### config.mk
export PLATFORM = sky130hd
export DESIGN_NAME = vga_sprite_display_flat
export DESIGN_NICKNAME = d
export VERILOG_FILES = /design/src/rtl/vga_pkg.sv /design/src/rtl/vga_sprite_display_if.sv /design/src/rtl/vga_timing.sv /design/src/rtl/vga_sprite_display.sv /design/src/flat_wrapper.sv
export SDC_FILE = /design/constraint.sdc
export NUM_CORES = 1
export LEC_CHECK = 0
export ABC_AREA = 1
export BUFFER_PORTS_ARGS = -buffer_cell sky130_fd_sc_hd__buf_2
export CORE_MARGIN = 3
export CORE_UTILIZATION = 45
export CTS_BUF_LIST = sky130_fd_sc_hd__clkbuf_4 sky130_fd_sc_hd__clkbuf_8
export CTS_CLUSTER_DIAMETER = 80
export CTS_CLUSTER_SIZE = 40
export DETAILED_ROUTE_END_ITERATION = 8
export GPL_TIMING_DRIVEN = 0
export SYNTH_ARGS = -nofsm -noshare
export SYNTH_HDL_FRONTEND = slang
export SYNTH_HIERARCHICAL = 1
export SYNTH_SLANG_ARGS = --single-unit
### constraint.sdc
create_clock -name clk -period 3.61 [get_ports clk]
set_input_delay 0.722 -clock clk [delete_from_list [all_inputs] [get_ports clk]]
set_output_delay 0.722 -clock clk [all_outputs]
set_load 0.05 [all_outputs]
### src/rtl/vga_pkg.sv
// Shared VGA constants, decode struct and width helpers for the sprite display.
// Defaults describe the 640x480 mode with a 32x32 sprite on a 3-bit palette.
// Pure definitions: no logic, no latency, no flow control.
package vga_pkg;

  localparam int DEF_H_ACTIVE = 640;
  localparam int DEF_H_FP     = 16;
  localparam int DEF_H_SYNC   = 96;
  localparam int DEF_H_BP     = 48;
  localparam int DEF_V_ACTIVE = 480;
  localparam int DEF_V_FP     = 10;
  localparam int DEF_V_SYNC   = 2;
  localparam int DEF_V_BP     = 33;

  localparam bit DEF_SYNC_POL = 1'b0;
  localparam int DEF_PIX_DIV  = 2;
  localparam int DEF_RGB_W    = 3;
  localparam int DEF_SPR_W    = 32;
  localparam int DEF_SPR_H    = 32;
  localparam int DEF_STEP     = 4;

  // Foreground defaults to all-ones at whatever colour width is in use.
  localparam int DEF_BG_COLOR     = 0;
  localparam int DEF_BORDER_COLOR = 1;

  // Active-high decode of the raw counters, before polarity and registering.
  typedef struct packed {
    logic hsync;
    logic vsync;
    logic active;
  } vga_dec_t;

  // Counter width needed to hold 0..total-1 for one axis.
  function automatic int total_w(input int act, input int fp, input int sync, input int bp);
    return $clog2(act + fp + sync + bp);
  endfunction

endpackage

### src/rtl/vga_sprite_display_if.sv
// VGA connector bundle: sync pins, colour and the aligned active-area flag.
// All signals are registered by the driver and change together on a pixel tick.
// No flow control; the display samples whatever is driven.
interface vga_sprite_display_if #(
  parameter int RGB_W = 3
);
  logic             hsync;
  logic             vsync;
  logic             video_on;
  logic [RGB_W-1:0] rgb;

  modport master (output hsync, vsync, video_on, rgb);
  modport slave  (input  hsync, vsync, video_on, rgb);
endinterface

### src/rtl/vga_timing.sv
// Video timing: pixel divider, h/v counters, sync/active decode, frame-start strobe.
// Decode is combinational from the counters; counters advance one step per tick.
// Free-running, no backpressure.
module vga_timing
  import vga_pkg::*;
#(
  parameter int H_ACTIVE = DEF_H_ACTIVE,
  parameter int H_FP     = DEF_H_FP,
  parameter int H_SYNC   = DEF_H_SYNC,
  parameter int H_BP     = DEF_H_BP,
  parameter int V_ACTIVE = DEF_V_ACTIVE,
  parameter int V_FP     = DEF_V_FP,
  parameter int V_SYNC   = DEF_V_SYNC,
  parameter int V_BP     = DEF_V_BP,
  parameter int PIX_DIV  = DEF_PIX_DIV,
  localparam int XW = total_w(H_ACTIVE, H_FP, H_SYNC, H_BP),
  localparam int YW = total_w(V_ACTIVE, V_FP, V_SYNC, V_BP)
) (
  input  logic          clk,
  input  logic          rst_n,
  output logic          tick_o,
  output logic          frame_start_o,
  output logic [XW-1:0] h_o,
  output logic [YW-1:0] v_o,
  output vga_dec_t      dec_o
);

  localparam int H_TOTAL = H_ACTIVE + H_FP + H_SYNC + H_BP;
  localparam int V_TOTAL = V_ACTIVE + V_FP + V_SYNC + V_BP;
  localparam int DW      = (PIX_DIV > 1) ? $clog2(PIX_DIV) : 1;

  localparam logic [DW-1:0] DIV_LAST   = DW'(PIX_DIV - 1);
  localparam logic [XW-1:0] H_LAST     = XW'(H_TOTAL - 1);
  localparam logic [YW-1:0] V_LAST     = YW'(V_TOTAL - 1);
  localparam logic [YW-1:0] V_ACT_LAST = YW'(V_ACTIVE - 1);

  // Sync windows compared one bit wider so an end bound equal to the total cannot alias.
  localparam logic [XW:0] H_ACT  = (XW+1)'(H_ACTIVE);
  localparam logic [XW:0] HS_BEG = (XW+1)'(H_ACTIVE + H_FP);
  localparam logic [XW:0] HS_END = (XW+1)'(H_ACTIVE + H_FP + H_SYNC);
  localparam logic [YW:0] V_ACT  = (YW+1)'(V_ACTIVE);
  localparam logic [YW:0] VS_BEG = (YW+1)'(V_ACTIVE + V_FP);
  localparam logic [YW:0] VS_END = (YW+1)'(V_ACTIVE + V_FP + V_SYNC);

  logic [DW-1:0] div_q, div_d;
  logic [XW-1:0] h_q, h_d;
  logic [YW-1:0] v_q, v_d;
  logic          tick, h_wrap;

  // With PIX_DIV = 1 the divider stays at 0 and the tick is permanently high.
  assign tick   = (div_q == DIV_LAST);
  assign h_wrap = (h_q == H_LAST);

  // Next-state for divider and raster counters; counters hold between ticks.
  always_comb begin
    div_d = tick ? '0 : div_q + 1'b1;
    h_d   = h_q;
    v_d   = v_q;
    if (tick) begin
      h_d = h_wrap ? '0 : h_q + 1'b1;
      if (h_wrap) begin
        v_d = (v_q == V_LAST) ? '0 : v_q + 1'b1;
      end
    end
  end

  // Divider and raster counter registers.
  always_ff @(posedge clk or negedge rst_n) begin
    if (!rst_n) begin
      div_q <= '0;
      h_q   <= '0;
      v_q   <= '0;
    end else begin
      div_q <= div_d;
      h_q   <= h_d;
      v_q   <= v_d;
    end
  end

  // Active-high decode of the current raster position.
  always_comb begin
    dec_o.hsync  = ({1'b0, h_q} >= HS_BEG) && ({1'b0, h_q} < HS_END);
    dec_o.vsync  = ({1'b0, v_q} >= VS_BEG) && ({1'b0, v_q} < VS_END);
    dec_o.active = ({1'b0, h_q} < H_ACT) && ({1'b0, v_q} < V_ACT);
  end

  // Frame start is the tick that wraps h and moves v into the first blank line.
  assign frame_start_o = tick && h_wrap && (v_q == V_ACT_LAST);
  assign tick_o        = tick;
  assign h_o           = h_q;
  assign v_o           = v_q;

endmodule

### src/rtl/vga_sprite_display.sv
// VGA sprite display: timing, button-driven sprite movement and pixel colouring.
// Pins lag the raster counters by one pixel; frame_tick and position lag frame start by one clk.
// Free-running video output, no backpressure; buttons sampled once per frame.
module vga_sprite_display
  import vga_pkg::*;
#(
  parameter int H_ACTIVE = DEF_H_ACTIVE,
  parameter int H_FP     = DEF_H_FP,
  parameter int H_SYNC   = DEF_H_SYNC,
  parameter int H_BP     = DEF_H_BP,
  parameter int V_ACTIVE = DEF_V_ACTIVE,
  parameter int V_FP     = DEF_V_FP,
  parameter int V_SYNC   = DEF_V_SYNC,
  parameter int V_BP     = DEF_V_BP,
  parameter bit SYNC_POL = DEF_SYNC_POL,
  parameter int PIX_DIV  = DEF_PIX_DIV,
  parameter int RGB_W    = DEF_RGB_W,
  parameter int SPR_W    = DEF_SPR_W,
  parameter int SPR_H    = DEF_SPR_H,
  parameter int STEP     = DEF_STEP,
  parameter logic [RGB_W-1:0] FG_COLOR     = '1,
  parameter logic [RGB_W-1:0] BG_COLOR     = RGB_W'(DEF_BG_COLOR),
  parameter logic [RGB_W-1:0] BORDER_COLOR = RGB_W'(DEF_BORDER_COLOR),
  localparam int XW = total_w(H_ACTIVE, H_FP, H_SYNC, H_BP),
  localparam int YW = total_w(V_ACTIVE, V_FP, V_SYNC, V_BP)
) (
  input  logic                        clk,
  input  logic                        reset,
  input  logic                        u,
  input  logic                        d,
  input  logic                        l,
  input  logic                        r,
  vga_sprite_display_if.master        vga,
  output logic                        frame_tick,
  output logic [XW-1:0]               pos_x,
  output logic [YW-1:0]               pos_y
);

  localparam logic [XW-1:0] X_RST      = XW'((H_ACTIVE - SPR_W) / 2);
  localparam logic [YW-1:0] Y_RST      = YW'((V_ACTIVE - SPR_H) / 2);
  localparam logic [XW:0]   X_MAX      = (XW+1)'(H_ACTIVE - SPR_W);
  localparam logic [YW:0]   Y_MAX      = (YW+1)'(V_ACTIVE - SPR_H);
  localparam logic [XW:0]   X_STEP     = (XW+1)'(STEP);
  localparam logic [YW:0]   Y_STEP     = (YW+1)'(STEP);
  localparam logic [XW:0]   X_SPR      = (XW+1)'(SPR_W);
  localparam logic [YW:0]   Y_SPR      = (YW+1)'(SPR_H);
  localparam logic [XW-1:0] H_ACT_LAST = XW'(H_ACTIVE - 1);
  localparam logic [YW-1:0] V_ACT_LAST = YW'(V_ACTIVE - 1);

  logic          tick;
  logic          frame_start;
  logic [XW-1:0] h;
  logic [YW-1:0] v;
  vga_dec_t      dec;

  vga_timing #(
    .H_ACTIVE (H_ACTIVE),
    .H_FP     (H_FP),
    .H_SYNC   (H_SYNC),
    .H_BP     (H_BP),
    .V_ACTIVE (V_ACTIVE),
    .V_FP     (V_FP),
    .V_SYNC   (V_SYNC),
    .V_BP     (V_BP),
    .PIX_DIV  (PIX_DIV)
  ) u_timing (
    .clk           (clk),
    .rst_n         (reset),
    .tick_o        (tick),
    .frame_start_o (frame_start),
    .h_o           (h),
    .v_o           (v),
    .dec_o         (dec)
  );

  // Buttons packed as {u, d, l, r}.
  logic [3:0] btn_meta_q, btn_sync_q;
  logic       btn_u, btn_d, btn_l, btn_r;

  // Two-flop synchroniser; bounce is harmless because movement samples once per frame.
  always_ff @(posedge clk or negedge reset) begin
    if (!reset) begin
      btn_meta_q <= '0;
      btn_sync_q <= '0;
    end else begin
      btn_meta_q <= {u, d, l, r};
      btn_sync_q <= btn_meta_q;
    end
  end

  assign {btn_u, btn_d, btn_l, btn_r} = btn_sync_q;

  logic [XW-1:0]    pos_x_q, pos_x_d;
  logic [YW-1:0]    pos_y_q, pos_y_d;
  logic             in_sprite, on_border;
  logic [RGB_W-1:0] rgb_d;

  // Colour of the pixel currently addressed by the counters: blank, sprite, border, background.
  always_comb begin
    in_sprite = (h >= pos_x_q) && ({1'b0, h} < ({1'b0, pos_x_q} + X_SPR)) &&
                (v >= pos_y_q) && ({1'b0, v} < ({1'b0, pos_y_q} + Y_SPR));
    on_border = (h == '0) || (h == H_ACT_LAST) || (v == '0) || (v == V_ACT_LAST);
    rgb_d     = '0;
    if (dec.active) begin
      if (in_sprite)      rgb_d = FG_COLOR;
      else if (on_border) rgb_d = BORDER_COLOR;
      else                rgb_d = BG_COLOR;
    end
  end

  logic             hsync_q, vsync_q, video_on_q;
  logic [RGB_W-1:0] rgb_q;

  // Sync, blanking and colour registered together on each tick so the pins stay aligned.
  always_ff @(posedge clk or negedge reset) begin
    if (!reset) begin
      hsync_q    <= ~SYNC_POL;
      vsync_q    <= ~SYNC_POL;
      video_on_q <= 1'b0;
      rgb_q      <= '0;
    end else if (tick) begin
      hsync_q    <= dec.hsync ? SYNC_POL : ~SYNC_POL;
      vsync_q    <= dec.vsync ? SYNC_POL : ~SYNC_POL;
      video_on_q <= dec.active;
      rgb_q      <= rgb_d;
    end
  end

  // Saturating sprite step per axis; opposing buttons cancel and hold the axis.
  always_comb begin
    pos_x_d = pos_x_q;
    pos_y_d = pos_y_q;
    if (btn_u && !btn_d) begin
      pos_y_d = ({1'b0, pos_y_q} >= Y_STEP) ? YW'({1'b0, pos_y_q} - Y_STEP) : '0;
    end else if (btn_d && !btn_u) begin
      pos_y_d = (({1'b0, pos_y_q} + Y_STEP) > Y_MAX) ? YW'(Y_MAX) : YW'({1'b0, pos_y_q} + Y_STEP);
    end
    if (btn_l && !btn_r) begin
      pos_x_d = ({1'b0, pos_x_q} >= X_STEP) ? XW'({1'b0, pos_x_q} - X_STEP) : '0;
    end else if (btn_r && !btn_l) begin
      pos_x_d = (({1'b0, pos_x_q} + X_STEP) > X_MAX) ? XW'(X_MAX) : XW'({1'b0, pos_x_q} + X_STEP);
    end
  end

  // Position only moves at frame start, so the visible frame never tears.
  always_ff @(posedge clk or negedge reset) begin
    if (!reset) begin
      frame_tick <= 1'b0;
      pos_x_q    <= X_RST;
      pos_y_q    <= Y_RST;
    end else begin
      frame_tick <= frame_start;
      if (frame_start) begin
        pos_x_q <= pos_x_d;
        pos_y_q <= pos_y_d;
      end
    end
  end

  assign vga.hsync    = hsync_q;
  assign vga.vsync    = vsync_q;
  assign vga.video_on = video_on_q;
  assign vga.rgb      = rgb_q;
  assign pos_x        = pos_x_q;
  assign pos_y        = pos_y_q;

endmodule

### src/flat_wrapper.sv
// flat-port wrapper written by rule: the top's interface ports become plain ports
module vga_sprite_display_flat import vga_pkg::*;
#(
  parameter int H_ACTIVE = DEF_H_ACTIVE,
  parameter int H_FP     = DEF_H_FP,
  parameter int H_SYNC   = DEF_H_SYNC,
  parameter int H_BP     = DEF_H_BP,
  parameter int V_ACTIVE = DEF_V_ACTIVE,
  parameter int V_FP     = DEF_V_FP,
  parameter int V_SYNC   = DEF_V_SYNC,
  parameter int V_BP     = DEF_V_BP,
  parameter bit SYNC_POL = DEF_SYNC_POL,
  parameter int PIX_DIV  = DEF_PIX_DIV,
  parameter int RGB_W    = DEF_RGB_W,
  parameter int SPR_W    = DEF_SPR_W,
  parameter int SPR_H    = DEF_SPR_H,
  parameter int STEP     = DEF_STEP,
  parameter logic [RGB_W-1:0] FG_COLOR     = '1,
  parameter logic [RGB_W-1:0] BG_COLOR     = RGB_W'(DEF_BG_COLOR),
  parameter logic [RGB_W-1:0] BORDER_COLOR = RGB_W'(DEF_BORDER_COLOR),
  localparam int XW = total_w(H_ACTIVE, H_FP, H_SYNC, H_BP),
  localparam int YW = total_w(V_ACTIVE, V_FP, V_SYNC, V_BP)
)
  (clk, reset, u, d, l, r, frame_tick, pos_x, pos_y, vga_hsync, vga_vsync, vga_video_on, vga_rgb);
  vga_sprite_display_if #(.RGB_W(RGB_W)) vga_i ();
  input  logic clk;
  input  logic reset;
  input  logic u;
  input  logic d;
  input  logic l;
  input  logic r;
  output logic frame_tick;
  output logic [XW-1:0] pos_x;
  output logic [YW-1:0] pos_y;
  output wire logic [$bits(vga_i.hsync)-1:0] vga_hsync;
  output wire logic [$bits(vga_i.vsync)-1:0] vga_vsync;
  output wire logic [$bits(vga_i.video_on)-1:0] vga_video_on;
  output wire logic [$bits(vga_i.rgb)-1:0] vga_rgb;
  assign vga_hsync = vga_i.hsync;
  assign vga_vsync = vga_i.vsync;
  assign vga_video_on = vga_i.video_on;
  assign vga_rgb = vga_i.rgb;
  vga_sprite_display #(.H_ACTIVE(H_ACTIVE), .H_FP(H_FP), .H_SYNC(H_SYNC), .H_BP(H_BP), .V_ACTIVE(V_ACTIVE), .V_FP(V_FP), .V_SYNC(V_SYNC), .V_BP(V_BP), .SYNC_POL(SYNC_POL), .PIX_DIV(PIX_DIV), .RGB_W(RGB_W), .SPR_W(SPR_W), .SPR_H(SPR_H), .STEP(STEP), .FG_COLOR(FG_COLOR), .BG_COLOR(BG_COLOR), .BORDER_COLOR(BORDER_COLOR)) u_core (.clk(clk), .reset(reset), .u(u), .d(d), .l(l), .r(r), .vga(vga_i), .frame_tick(frame_tick), .pos_x(pos_x), .pos_y(pos_y));
endmodule
==> impl_metrics.py, run 1 <==
metrics = {
    "clocking": {
        "cts-htree-levels": 2,
        "post_cts.resized_instances": 0,
        "root_buffer": "clkbuf_8",
        "cts_buffer_depth": 2,
        "cts_setup_buffers": 0,
        "clock_latency_ps": 320,
        "cts_hold_buf": 0,
        "numCtsBuffers": 5,
        "path_clk_slew_ps": 90,
        "cts_tree": "yes",
        "cts_sinks": 51,
    },
    "hold_path": {
        "worstHoldStart": "u_core/btn_meta_q[3]$_DFF_PN0_",
        "worstHoldEndpoint": "u_core/btn_sync_q[3]$_DFF_PN0_",
        "whs_path_depth": 0,
        "hold_path_class": "reg -> reg",
    },
    "timing": {
        "setup_viol": 0,
        "final_hold_viol_count": 0,
        "rsz0062_at_grt": "no",
        "min_period_ps": 2650,
        "fmax_mhz": 377,
        "finalCritPeriodShare": 0.735,
        "finClkSkew_ps": 10.8,
        "tightest_slew_ps": 1180,
        "tns_ps": 0,
        "slew_headroom": 0.211,
        "slew_viol_final": 0,
    },
    "placement": {
        "gp_congestion": 0.874,
        "placed_cell_area_sq_um": 4640,
        "io_buffers": 28,
        "dp.final_hpwl_um": 7550,
    },
    "grt": {
        "overflow": 0,
        "grt_util_all_layers": 0.192,
        "antenna_found_initial": 0,
        "grt_max_degree": 52,
        "grt_pass1_wl_um": 17300,
        "grt_pass1_vias": 3659,
    },
    "synth": {
        "muxShareOfSynthArea": 0,
        "synth_area_leaders": "dfrtp_1 (25%), ha_1 (12%), nand2_1 (9.5%), nor2_1 (6.0%), inv_1 (5.7%)",
        "synth_top_area_cell": "dfrtp_1",
        "synth_edf_count": 0,
        "seq_area_frac_synth": 0.297,
        "ys.flop_type": "dfrtp_1",
        "synth-adder-area-share": 0.124,
        "syn_inst": 583,
        "ys_warn_count": 6,
        "synth_area_per_cell_sq_um": 7.42,
        "synth_xor_area_frac": 0.0544,
        "ys_types": 45,
        "yosys.area_share.simple": 0.324,
        "synth_top_family_by_area": "simple AND/OR/NAND/NOR gates",
        "yosysTopAreaCellShare": 0.249,
        "async_flop_share": 1.00,
        "synth_compound_area_frac": 0.101,
        "synth_area_sq_um": 4330,
        "synth_seq_cells": 51,
    },
    "route": {
        "vias_per_cell": 5.05,
        "first_pass_iters": 5,
        "wl_per_cell_um": 13.3,
        "route.detailed.drc": 0,
        "drtIter0Drc": 141,
        "drt_wl_total_um": 10000,
        "ant_nets": 0,
        "num_vias": 3794,
    },
    "floorplan": {
        "dieArea_sq_um": 10800,
        "die_w_um": 104,
        "core_area_sq_um": 9280,
        "start_util": 0.466,
        "io_pins": 33,
        "rows": 35,
        "die_h_um": 104,
    },
    "pwr": {
        "power.leakage_uw": 0.00240,
        "ir_drop_v": 0.000117,
        "powerDensity_nw_per_um2": 218,
    },
    "worst_setup_path": {
        "r2r_cells": 12,
        "critPathRequiredTime_ps": 3820,
        "ff2ff_setup_slack_ps": 960,
        "cp_max_fo": 9,
        "r2r-end": "u_core/pos_y[9]$_DFFE_PN0P_",
        "cp-start-kind": "flip-flop",
        "end_kind": "flip-flop",
        "crit_type": "reg -> reg",
        "cp.arrival_ps": 2870,
        "rr_startpoint": "u_core/u_timing/h_o[9]$_DFFE_PN0P_",
    },
    "finish": {
        "layout_common_cells": "nand2_1 (109), nor2_1 (69), inv_1 (66)",
        "postLayoutCellArea_sq_um": 4750,
        "final_common_cell": "nand2_1",
        "area_growth_pct": 9.86,
        "fin_nets": 670,
        "layout-drive-gt1-share": 0.180,
        "antenna_cells": 0,
    },
    "job": {
        "drv_cap": 0,
    },
    "run_status": {
        "status": "complete, no violations",
    },
}
-- area by class of cell --
class / instances / area (sq um)
tap: 129 / 161
fill: 922 / 4530
buffer: 17 / 125
clock buffer: 7 / 83.8
multi-input combinational: 439 / 2630
inverter: 79 / 298
clock inverter: 1 / 30.0
sequential: 51 / 1290
timing repair buffer: 28 / 140
-- routing by layer --
metal,part of all wire,global-route usage,up-vias
met5,0,0,-
met4,0.017,0.0570,0
li1,-,-,1974
met2,0.45,0.312,76
met3,0.037,0.0348,18
met1,0.49,0.262,1726
-- flip-flops by register name, summed over array words and instances (netlist names) --
name	count
u_core/pos_x	8
u_core/vga.video_on	1
u_core/u_timing/tick_o	1
u_core/frame_tick	1
u_core/vga.rgb	2
u_core/u_timing/h_o	10
u_core/pos_y	8
u_core/vga.hsync	1
u_core/btn_meta_q	4
u_core/btn_sync_q	4
u_core/u_timing/v_o	10
u_core/vga.vsync	1
-- report_power, final --
part	total [uW]	leakage [uW]	switching, uW	internal, uW
Sequential	578	0.000635	1.67	576
Clock	424	0.0000593	201	223
Combinational	34.3	0.00170	27.0	7.27
-- worst max path at each step --
| stage | start | to | slack, ps | cells after the start |
|---|---|---|---|---|
| 3_3_place_gp | u_core/u_timing/h_o[9]$_DFFE_PN0P_ | u_core/pos_y[9]$_DFFE_PN0P_ | 1050 | 12 |
| 4_1_cts | u_core/u_timing/h_o[9]$_DFFE_PN0P_ | u_core/pos_y[9]$_DFFE_PN0P_ | 990 | 12 |
| 6_report | u_core/u_timing/h_o[9]$_DFFE_PN0P_ | u_core/pos_y[9]$_DFFE_PN0P_ | 960 | 12 |
| 5_1_grt | u_core/u_timing/h_o[9]$_DFFE_PN0P_ | u_core/pos_y[9]$_DFFE_PN0P_ | 790 | 12 |
| 3_5_place_dp | u_core/u_timing/h_o[9]$_DFFE_PN0P_ | u_core/pos_y[9]$_DFFE_PN0P_ | 1010 | 12 |
| 2_1_floorplan | u_core/pos_x[5]$_DFFE_PN1P_ | u_core/vga.rgb[0]$_DFFE_PN0P_ | 1370 | 13 |
-- through the flow --
stage / worst slack [ps] / util / cells / hold WS [ps] / total power (uW)
2_1_floorplan: 1370 / - / 586 / 331 / 606
3_3_place_gp: 1050 / 0.500 / 743 / 337 / 623
3_5_place_dp: 1010 / 0.500 / 743 / 338 / 624
4_1_cts: 993 / 0.512 / 751 / 353 / 1050
5_1_grt: 790 / 0.512 / 751 / 352 / 1080
6_report: 955 / 0.512 / 751 / 354 / 1040
-- synth_stat cells, types with 5 or more instances --
cell       n
a21oi_1   31
buf_4      9
dfrtp_1   43
dfstp_2    8
ha_1      43
inv_1     66
inv_2     11
nand2_1  109
nand2_2    7
nand3_1   41
nand3_2    6
nand4_1   22
nor2_1    69
nor2_2     5
nor2_4     6
nor3_1    12
o21ai_0   22
o21ai_1    6
xor2_1    21
-- critical path, cell delays in order (launching register included) --
cell     delay, ps
dfrtp_1        590
nand2_1        130
inv_1          140
nand3_1         80
nor3_1         210
nand4_1        120
nor2_1         260
inv_1          140
nor2_4         230
inv_2          130
nor4_1         300
xor2_1         170
nor2_1          60
-- kinds of logic (layout without fill, tap and decap cells) --
| family | count (synthesis) | after routing |
|---|---|---|
| fa+ha+maj | 43 | 43 |
| xor+xnor | 26 | 26 |
| simple gates | 290 | 290 |
| buf+inv | 96 | 132 |
| compound gates | 76 | 76 |
| flops | 51 | 51 |
| other cells | 1 | 4 |
No activity file was read; power rests on OpenSTA's default activity.
==> inputs of run 2 (changes only) <==
==> constraint.sdc (replaced) <==
create_clock -name clk -period 2.53 [get_ports clk]
set_input_delay 0.506 -clock clk [delete_from_list [all_inputs] [get_ports clk]]
set_output_delay 0.506 -clock clk [all_outputs]
set_load 0.05 [all_outputs]
==> impl_metrics.py, run 2 (synthesis results as in run 1) <==
metrics = {
    "clocking": {
        "cts_buffer_depth": 2,
        "path_clk_slew_ps": 90,
        "root_buffer": "clkbuf_8",
        "cts_sinks": 51,
        "cts-htree-levels": 2,
        "cts_hold_buf": 0,
        "clock_latency_ps": 320,
        "numCtsBuffers": 5,
        "cts_tree": "yes",
    },
    "finish": {
        "fill_cells": 915,
        "multi_input_comb_area_sq_um": 2630,
        "layout-drive-gt1-share": 0.193,
        "layout_common_cells": "nand2_1 (109), nor2_1 (68), inv_1 (66)",
        "seq_area_sq_um": 1290,
        "antenna_cells": 0,
        "final_common_cell": "nand2_1",
        "fin_nets": 675,
        "area_growth_pct": 10.9,
    },
    "hold_path": {
        "worstHoldStart": "l",
        "hold_path_class": "in -> reg",
    },
    "timing": {
        "rsz0062_at_grt": "no",
        "tightest_slew_ps": 1180,
        "min_period_ps": 2310,
        "finalCritPeriodShare": 0.914,
        "hold_ws_ps": 296,
        "fmax_mhz": 433,
        "setup_viol": 0,
        "slew_viol_final": 0,
        "final_hold_viol_count": 0,
        "slew_headroom": 0.210,
        "finClkSkew_ps": 10.8,
    },
    "pwr": {
        "power_uw": 1480,
        "p_sw_frac": 0.221,
        "pwr-share-comb": 0.033,
        "ir_drop_v": 0.000168,
        "power.internal_uw": 1150,
        "power.leakage_uw": 0.00242,
        "netSwitchingPower_uw": 326,
        "seqPwrFrac": 0.558,
        "powerDensity_nw_per_um2": 308,
        "clockPowerShare": 0.409,
    },
    "worst_setup_path": {
        "crit_start": "u_core/u_timing/h_o[0]$_DFFE_PN0P_",
        "critPathSlowestCell": "dfrtp_1",
        "cp.arrival_ps": 2520,
        "rr_startpoint": "u_core/u_timing/h_o[0]$_DFFE_PN0P_",
        "crit_chain": "ha_1 -> nand2_1 -> nor3_1 -> nand4_1 -> nor2_2 -> inv_1 -> nor2_4 -> inv_2 -> nor4_1 -> xor2_1 -> nor2_1",
        "critPathRequiredTime_ps": 2740,
        "critPathMaxStageDelay_ps": 430,
        "cp-start-kind": "flip-flop",
        "cp_max_fo": 9,
        "crit_type": "reg -> reg",
        "end_kind": "flip-flop",
    },
    "grt": {
        "grt_pass1_wl_um": 17300,
        "antenna_found_initial": 0,
        "grt_util_all_layers": 0.192,
        "grt_pass1_vias": 3659,
        "grt_max_degree": 52,
        "overflow": 0,
    },
    "placement": {
        "dp.final_hpwl_um": 7550,
        "io_buffers": 28,
        "gp_congestion": 0.874,
    },
    "floorplan": {
        "rows": 35,
        "core_area_sq_um": 9280,
        "dieArea_sq_um": 10800,
        "io_pins": 33,
        "die_h_um": 104,
        "start_util": 0.466,
        "die_w_um": 104,
    },
    "route": {
        "drtIter0Drc": 142,
        "first_pass_iters": 5,
        "vias_per_cell": 5.02,
        "route.detailed.drc": 0,
        "wl_per_cell_um": 13.3,
        "num_vias": 3798,
        "drt_wl_total_um": 10000,
        "ant_nets": 0,
    },
    "run_status": {
        "status": "complete, no violations",
    },
    "job": {
        "drv_cap": 0,
    },
}
-- run 2: power groups by stage --
stage | Clock (uW) | Combinational, uW | Sequential, uW
floorplan | 0 | 26.7 | 839
global placement | 0 | 49.9 | 840
detailed placement | 0 | 50.2 | 840
CTS | 626 | 50.5 | 824
global route | 665 | 55.2 | 825
finish | 603 | 49.0 | 824
-- run 2: layout make-up --
type	count	share of cell area
multi-input combinational	439	0.548
timing repair buffer	33	0.0370
sequential	51	0.269
buffer	17	0.0261
clock inverter	1	0.00626
clock buffer	7	0.0175
tap	129	0.0337
inverter	79	0.0621
-- run 2: stage by stage --
stage	cells	setup TNS, ps	utilization	worst slack [ps]	area [sq um]
global placement	743	-29.7	0.500	-29.7	4640
detailed placement	743	-69.2	0.500	-69.2	4640
CTS	751	0	0.512	16.5	4750
finish	756	0	0.517	219	4800
global route	756	0	0.517	43.6	4800
floorplan	586	0	-	288	4340
-- run 2: worst max-delay path, delay by kind of cell, from the launching register on --
family / cells / cell delay (ps)
buffers and inverters: 2 / 210
DFF: 1 / 430
xor gates and xnor gates: 1 / 170
adders and majority gates: 1 / 190
and+or+nand+nor: 7 / 1220
-- run 2: path summary, 6_finish.rpt --
check,endpoint,slack [ps],depth (start not counted)
hold / removal,u_core/btn_meta_q[1]$_DFF_PN0_,300,1
setup reg to reg,u_core/pos_y[9]$_DFFE_PN0P_,220,11
setup / recovery,u_core/pos_y[9]$_DFFE_PN0P_,220,11
min in group asynchronous,u_core/pos_y[8]$_DFFE_PN0P_,410,1
max in group asynchronous,u_core/u_timing/h_o[9]$_DFFE_PN0P_,1290,1
hold reg to reg,u_core/btn_sync_q[3]$_DFF_PN0_,350,0
-- run 2: metal layers --
metal,vias to the layer above,track usage,share of wire
met5,-,0,0
met4,0,0.0570,0.016
met3,16,0.0348,0.033
met2,70,0.312,0.45
met1,1728,0.262,0.50
li1,1984,-,-
-- run 2: timing repair --
action | in CTS | in global routing
buffers inserted | 0 | 5
resized for setup | 1 | 3
hold endpoints to repair | 0 | 0
pin swaps | 0 | 1
setup endpoints to repair | 1 | 3
